File: config.mk
export PLATFORM = sky130hd
export DESIGN_NAME = instr_fetch_unit
export DESIGN_NICKNAME = d
export VERILOG_FILES = /design/src/rtl/instr_fetch_unit.sv
export SDC_FILE = /design/constraint.sdc
export NUM_CORES = 1
export LEC_CHECK = 0
export BUFFER_PORTS_ARGS = -buffer_cell sky130_fd_sc_hd__buf_2
export CORE_UTILIZATION = 35
export DETAILED_ROUTE_END_ITERATION = 8
export GPL_ROUTABILITY_DRIVEN = 0
export GPL_TIMING_DRIVEN = 0
export PLACE_DENSITY_LB_ADDON = 0.2
export SLEW_MARGIN = 10
export SYNTH_ARGS = -nofsm -noshare
export SYNTH_HDL_FRONTEND = slang
export SYNTH_SLANG_ARGS = --single-unit
File: constraint.sdc
create_clock -name clk -period 5.6 [get_ports clk]
set_input_delay 0.84 -clock clk [delete_from_list [all_inputs] [get_ports clk]]
set_output_delay 0.84 -clock clk [all_outputs]
set_load 0.05 [all_outputs]
File: src/rtl/instr_fetch_unit.sv
// Instruction fetch unit: owns the PC, issues in-order requests to a variable-latency
// instruction memory and buffers returned words in a prefetch FIFO feeding IF/ID.
module instr_fetch_unit #(
   parameter logic [31:0] RESET_PC = 32'h0000_0000,
   parameter int          DEPTH    = 2
) (
   input  logic        clk,
   input  logic        rst_n,
   output logic        imem_req,
   output logic [31:0] imem_addr,
   input  logic        imem_gnt,
   input  logic        imem_rvalid,
   input  logic [31:0] imem_rdata,
   input  logic        pc_write,
   input  logic        redirect,
   input  logic [31:0] redirect_pc,
   output logic        instr_valid,
   output logic [31:0] instr_out,
   output logic [31:0] pc_out
);

   localparam int PW = (DEPTH > 1) ? $clog2(DEPTH) : 1;
   localparam int CW = $clog2(DEPTH + 1);

   logic [31:0]   fetch_pc;
   logic [31:0]   resp_pc;
   logic [31:0]   fifo_pc    [DEPTH];
   logic [31:0]   fifo_instr [DEPTH];
   logic [PW-1:0] rd_ptr;
   logic [PW-1:0] wr_ptr;
   logic [CW-1:0] count;
   logic [CW-1:0] outstanding;
   logic [CW-1:0] discard;

   logic          pop;
   logic          issue;
   logic          rsp_ok;
   logic          push;
   logic [CW:0]   credit_used;
   logic [31:0]   target;

   assign target = redirect_pc & 32'hFFFF_FFFC;

   // A slot being popped this cycle is already free for a new request, which keeps
   // a 1-cycle memory streaming one instruction per cycle with only two entries.
   assign pop         = pc_write && instr_valid;
   assign credit_used = {1'b0, outstanding} + {1'b0, count} - (CW+1)'(pop);
   assign imem_req    = rst_n && !redirect && (credit_used < (CW+1)'(DEPTH));
   assign imem_addr   = fetch_pc;
   assign issue       = imem_req && imem_gnt;

   // Responses with nothing outstanding are a protocol error and change nothing.
   assign rsp_ok = imem_rvalid && (outstanding != '0);
   assign push   = rsp_ok && !redirect && (discard == '0);

   assign instr_valid = (count != '0);
   assign instr_out   = instr_valid ? fifo_instr[rd_ptr] : 32'h0000_0000;
   assign pc_out      = instr_valid ? fifo_pc[rd_ptr]    : 32'h0000_0000;

   always_ff @(posedge clk or negedge rst_n) begin
      if (!rst_n) begin
         fetch_pc    <= RESET_PC;
         resp_pc     <= RESET_PC;
         rd_ptr      <= '0;
         wr_ptr      <= '0;
         count       <= '0;
         outstanding <= '0;
         discard     <= '0;
      end else begin
         outstanding <= outstanding + CW'(issue) - CW'(rsp_ok);
         if (redirect) begin
            // Everything still in flight belongs to the wrong path.
            fetch_pc <= target;
            resp_pc  <= target;
            rd_ptr   <= '0;
            wr_ptr   <= '0;
            count    <= '0;
            discard  <= outstanding - CW'(rsp_ok);
         end else begin
            if (issue) begin
               fetch_pc <= fetch_pc + 32'd4;
            end
            if (rsp_ok && (discard != '0)) begin
               discard <= discard - CW'(1);
            end
            if (push) begin
               wr_ptr  <= wr_ptr + PW'(1);
               resp_pc <= resp_pc + 32'd4;
            end
            if (pop) begin
               rd_ptr <= rd_ptr + PW'(1);
            end
            count <= count + CW'(push) - CW'(pop);
         end
      end
   end

   always_ff @(posedge clk) begin
      if (push) begin
         fifo_pc[wr_ptr]    <= resp_pc;
         fifo_instr[wr_ptr] <= imem_rdata;
      end
   end

endmodule

=== Yosys cells after proc, flatten, opt, wreduce, memory -nomap -nowiden ===
Memories as Yosys holds them, arrays and structs flattened.
Cells that the tools add are included.

* Flip-flop bits (word level): 72
* RAM bits: 128
* Word-level logic and storage cells: 54
* Memories kept: 2

{| class="wikitable"
|+ Memory list
! name !! depth !! width !! rd ports !! clocked after Yosys merged registers in !! wr ports !! RTL line !! text
|-
| fifo_instr || 2 || 32 || 1 || 0 || 1 || 28 || <nowiki>logic [31:0] fifo_instr [DEPTH];</nowiki>
|-
| fifo_pc || 2 || 32 || 1 || 0 || 1 || 27 || <nowiki>logic [31:0] fifo_pc [DEPTH];</nowiki>
|}

* Add/subtract/negate cells: 12
* $lt $le $gt $ge: 1
* Multiplexer cells: 15
* Reduce and logical (&&, ||, !) cells: 17

{| class="wikitable"
|+ Operator list
! kind !! number
|-
| two-way mux 32 bit || 6
|-
| adder 32 x 3 -> 32 bit (second input constant) || 2
|-
| nonzero test 2 bit || 7
|-
| logical AND 1 bit || 8
|-
| two-way mux 1 bit || 6
|-
| two-way mux 2 bit || 3
|-
| subtractor 2 x 1 -> 2 bit || 3
|-
| adder 2 x 1 -> 2 bit || 2
|-
| adder 2 x 2 -> 3 bit || 1
|-
| less-than comparator 3 x 2 -> 1 bit (second input constant) || 1
|-
| subtractor 3 x 1 -> 3 bit || 1
|-
| adder 1 bit (second input constant) || 2
|-
| zero test 2 bit || 1
|-
| subtractor 2 x 1 -> 2 bit (second input constant) || 1
|-
| zero test 1 bit || 1
|}

=== Logic depth before layout (Yosys ltp) ===
* Depth after elaboration: 8
* Gate-level depth with buffers: 14

=== Worst setup path after synthesis ===
OpenSTA, ideal clock, no wires.

* Path kind: input-to-reg
* From: input redirect
* To: memory fifo_instr[0][0] (enable)
* Setup time: 0.482 ns
* Data arrival time: 4.047 ns
* Required time: 5.118 ns
* Slack: 1.071 ns
* Stages on the path: 5
* Cell sequence: buf_6 inv_2 buf_1 nand2_1 nor2_1

* Cells in the longest elaborated chain, start to end: 5

{| class="wikitable"
|+ Ends and longest elaborated chain
! what !! RTL line !! text
|-
| start: declaration || 15 || <nowiki>input logic redirect,</nowiki>
|-
| zero test 1 bit || 54 || <nowiki>assign push = rsp_ok && !redirect && (discard == '0);</nowiki>
|-
| logical AND 1 bit (2 in series) || 54 ||
|-
| two-way mux 1 bit || 99 || <nowiki>if (push) begin</nowiki>
|-
| two-way mux 1 bit (not written as such) || 101 || <nowiki>fifo_instr[wr_ptr] <= imem_rdata;</nowiki>
|-
| end: declaration || 28 ||
|}

Every way passes these cells.

=== Final worst setup path ===
* From: register count[0]
* To: register outstanding[1]

* Cells in the longest elaborated chain, start to end: 8

{| class="wikitable"
|+ Ends and longest elaborated chain
! what !! RTL line !! text
|-
| start: declaration || 31 || <nowiki>logic [CW-1:0] count;</nowiki>
|-
| start signal: assignment || 93 || <nowiki>count <= count + CW'(push) - CW'(pop);</nowiki>
|-
| branches (longest 2 deep; another with adder 2 x 2 -> 3 bit) || n/a ||
|-
| subtractor 3 x 1 -> 3 bit (*) || 47 || <nowiki>assign credit_used = {1'b0, outstanding} + {1'b0, count} - (CW+1)'(pop);</nowiki>
|-
| less-than comparator 3 x 2 -> 1 bit (*) || 48 || <nowiki>assign imem_req = rst_n && !redirect && (credit_used < (CW+1)'(DEPTH));</nowiki>
|-
| logical AND 1 bit (*) || 48 ||
|-
| logical AND 1 bit (*) || 50 || <nowiki>assign issue = imem_req && imem_gnt;</nowiki>
|-
| adder 2 x 1 -> 2 bit (*) || 70 || <nowiki>outstanding <= outstanding + CW'(issue) - CW'(rsp_ok);</nowiki>
|-
| subtractor 2 x 1 -> 2 bit (*) || 70 ||
|-
| end signal: assignment || 70 ||
|-
| end: declaration || 32 || <nowiki>logic [CW-1:0] outstanding;</nowiki>
|}

Every way passes the cells marked *.
A chain may end at the register's enable or synchronous reset.

==> impl_metrics.env <==
export IMPL_synth_edf_count=124
export IMPL_multi_input_area_mm2=0.002992
export IMPL_layout_commonest_cell="buf_2"
export IMPL_fin_tns_setup_ns=0
export IMPL_grtUsageMet2_pct=25.44
export IMPL_startpoint="count[0]"
export IMPL_cts_sinks=192
export IMPL_syn_inst=700
export IMPL_grt_start_max_net_pins=43
export IMPL_ys_seq_elements=192
export IMPL_cts_tree="done"
export IMPL_r2r_cells=14
export IMPL_synth_distinct_cells=49
export IMPL_p_int_uw=2808
export IMPL_layout_cells_non_filler=1223
export IMPL_cts_clk_slew_worst_paths_ns=0.08
export IMPL_leakage_uw=0.004092
export IMPL_cp_end_kind="register"
export IMPL_io_buffers=160
export IMPL_slew_viol_final=0
export IMPL_dp_cells=1191
export IMPL_pin_count=168
export IMPL_ys_top_cells_by_area="edfxtp_1, dfrtp_1, mux2i_1"
export IMPL_cts_htree_levels=4
export IMPL_cp_required_ns=5.96
export IMPL_hold_ws_ns=0.3441
export IMPL_ys_warn_count=0
export IMPL_p_switching_uw=1932
export IMPL_clock_skew_ns=0.01943
export IMPL_cp_max_fo=10
export IMPL_core_area_mm2=0.02425
export IMPL_layout_drive_gt1_share_pct=24.36
export IMPL_grtUsageTotal_pct=16.74
export IMPL_seq_area_mm2=0.005425
export IMPL_grt_pass1_vias=5850
export IMPL_fill_cells=2282
export IMPL_met1_usage_pct=24.61
export IMPL_viasPerCell=4.904
export IMPL_syn_area_per_cell_um2=12.32
export IMPL_grt_use_met3_pct=3.490
export IMPL_hold_viol_final=0
export IMPL_n_antenna_cell=0
export IMPL_cts_buffer_depth=2
export IMPL_max_freq_mhz=225.6
export IMPL_vdd_ir_drop_max_uv=188.2
export IMPL_nets=966
export IMPL_fin_crit_ns=4.432
export IMPL_syn_to_final_growth_pct=22.16
export IMPL_busiest_layer="met2"
export IMPL_critPathKind="register to register"
export IMPL_status="completed"
export IMPL_postCtsSetupBuffers=0
export IMPL_grt_pass1_wl_mm=32.69
export IMPL_drcViolationCount=0
export IMPL_cts_resized_gates=0
export IMPL_fp_dieW_um=159
export IMPL_antenna_found_initial=0
export IMPL_vias=5998
export IMPL_most_common_layout_cells="buf_2, edfxtp_1, nor2_1"
export IMPL_synth_area_leader_cell="edfxtp_1"
export IMPL_dp_hpwl_mm=14.66
export IMPL_finalSetupViolations=0
export IMPL_postRouteAntennaNets=0
export IMPL_row_count=57
export IMPL_cts_buffers=17
export IMPL_pwr_share_seq_pct=37.7
export IMPL_tightest_slew_ns=1.056
export IMPL_hold_buffers=0
export IMPL_die_area_mm2=0.02528
export IMPL_r2r_start="count[0]"
export IMPL_first_iter_violations=325
export IMPL_ys_seq_area_share_pct=62.89
export IMPL_clkPwrFrac_pct=26.2
export IMPL_wl_per_cell_um=16.91
export IMPL_switching_share_pct=40.75
export IMPL_syn_area_mm2=0.008627
export IMPL_clk_insertion_delay_late_ns=0.43
export IMPL_rsz0062_at_grt="false"
export IMPL_critical_path_endpoint="outstanding[1]"
export IMPL_power_density_mw_per_mm2=449.8
export IMPL_async_flop_share_pct=35.42
export IMPL_grt_ovfl_total=0
export IMPL_critPathLaunchType="register"
export IMPL_die_y_um=159
export IMPL_maxSlewHeadroom_pct=29.32
export IMPL_worstHoldPathType="input port to async pin"
export IMPL_rrSetupSlack_ns=1.17
export IMPL_initial_core_util_pct=35.58
export IMPL_dr_pass1_iters=5
export IMPL_drv_cap=0
export IMPL_wl_mm=20.68
export IMPL_arrival_ns=4.79
export IMPL_comb_power_share_pct=36.1
export IMPL_r2r_end="outstanding[1]"
export IMPL_post_route_period_util_pct=79.15
export IMPL_synth_top_area_share_pct=43.16
export IMPL_yosys_most_used_dff="edfxtp_1"
export IMPL_clockRootBuffer="clkbuf_16"
[power groups by stage]
stage                     Sequential [uW]  Combinational (uW)  Clock, uW
after floorplan                      1900                1180          0
after global placement               1820                1710          0
after detailed placement             1810                1730          0
after CTS                            1790                1740       1270
after global routing                 1810                1840       1330
final                                1790                1710       1240
[worst max-delay path, stage by stage, from the launching register on]
cell and delay (ns):
dfrtp_1 0.40, nor2_1 0.81, inv_1 0.18, nand2_1 0.14, nor2_1 0.06, fa_1 0.41
xnor2_1 0.18, nor4b_4 0.59, inv_1 0.31, clkbuf_1 0.37, ha_1 0.38, inv_1 0.04
ha_1 0.18, xnor2_1 0.16, xnor2_1 0.13
[cells by family (layout without fill, tap and decap cells)]
family	count (synthesis)	in the layout	synth area share (%)
adders and majority gates	10	10	1.537
other	1	4	0.04347
xor gates and xnor gates	46	46	4.670
DFF	192	192	62.89
AOI/OAI and AO/OA	82	82	6.091
muxes	69	69	8.093
buffers and inverters	53	249	2.712
and+or+nand+nor	247	247	13.97
[metrics by stage]
step	total power (uW)	util (%)	cell area (um2)	setup WS, ns
final	4740	43.46	10540	1.168
after global routing	4979	43.46	10540	0.7417
after CTS	4797	43.46	10540	0.9644
after detailed placement	3548	41.02	9947	1.000
after global placement	3531	40.60	9844	-1.013
after floorplan	3085	-	8638	1.071
[final cells by class]
type	count	area share [%]
Clock inverter	11	1.342
Multi-Input combinational cell	458	28.39
Inverter	17	0.6055
Tap cell	324	3.847
Buffer	36	1.615
Sequential cell	192	51.48
Timing Repair Buffer	164	8.453
Clock buffer	21	4.274
[worst min path at each step]
stage,start,endpoint,slack [ns]
2_1_floorplan,resp_pc[31],fifo_pc[0][31],0.46
3_3_place_gp,resp_pc[13],fifo_pc[0][13],0.50
3_5_place_dp,resp_pc[13],fifo_pc[0][13],0.51
4_1_cts,rst_n,imem_addr[27],0.34
5_1_grt,rst_n,imem_addr[26],0.35
6_report,rst_n,imem_addr[26],0.34
[per-layer routing]
layer,wire length [um],vias to the layer above
met1,9984,2822
met2,9193,268
li1,-,2900
met3,1396,8
met5,0,-
met4,111,0
[sequential cells by signal, summed over array words and instances, names as in the netlist]
signal / flops
fifo_pc: 60
count: 2
wr_ptr: 1
fifo_instr: 64
outstanding: 2
rd_ptr: 1
discard: 2
resp_pc: 30
imem_addr: 30
[synth_stat cells, types with 2 or more instances]
library cell,instances
nand3_1,23
nand4_1,18
o21ai_0,38
nor3_1,16
and4_1,3
edfxtp_1,124
nor4_4,2
and3_1,9
nor2_1,82
nand2_1,68
o311ai_0,5
and2_1,6
or4_1,2
a31oi_1,7
clkbuf_1,24
nor2b_1,2
mux2i_1,63
buf_4,5
nor4_1,2
ha_1,9
buf_6,2
nand2b_1,5
mux2_2,6
and4_2,2
xor2_1,18
or3_1,3
o21ai_1,2
a21boi_0,6
inv_1,16
xnor2_1,28
o211ai_1,14
o31a_1,2
buf_1,4
nor4_2,2
dfrtp_1,68
Note: power is estimated with default switching activity, not from simulation.
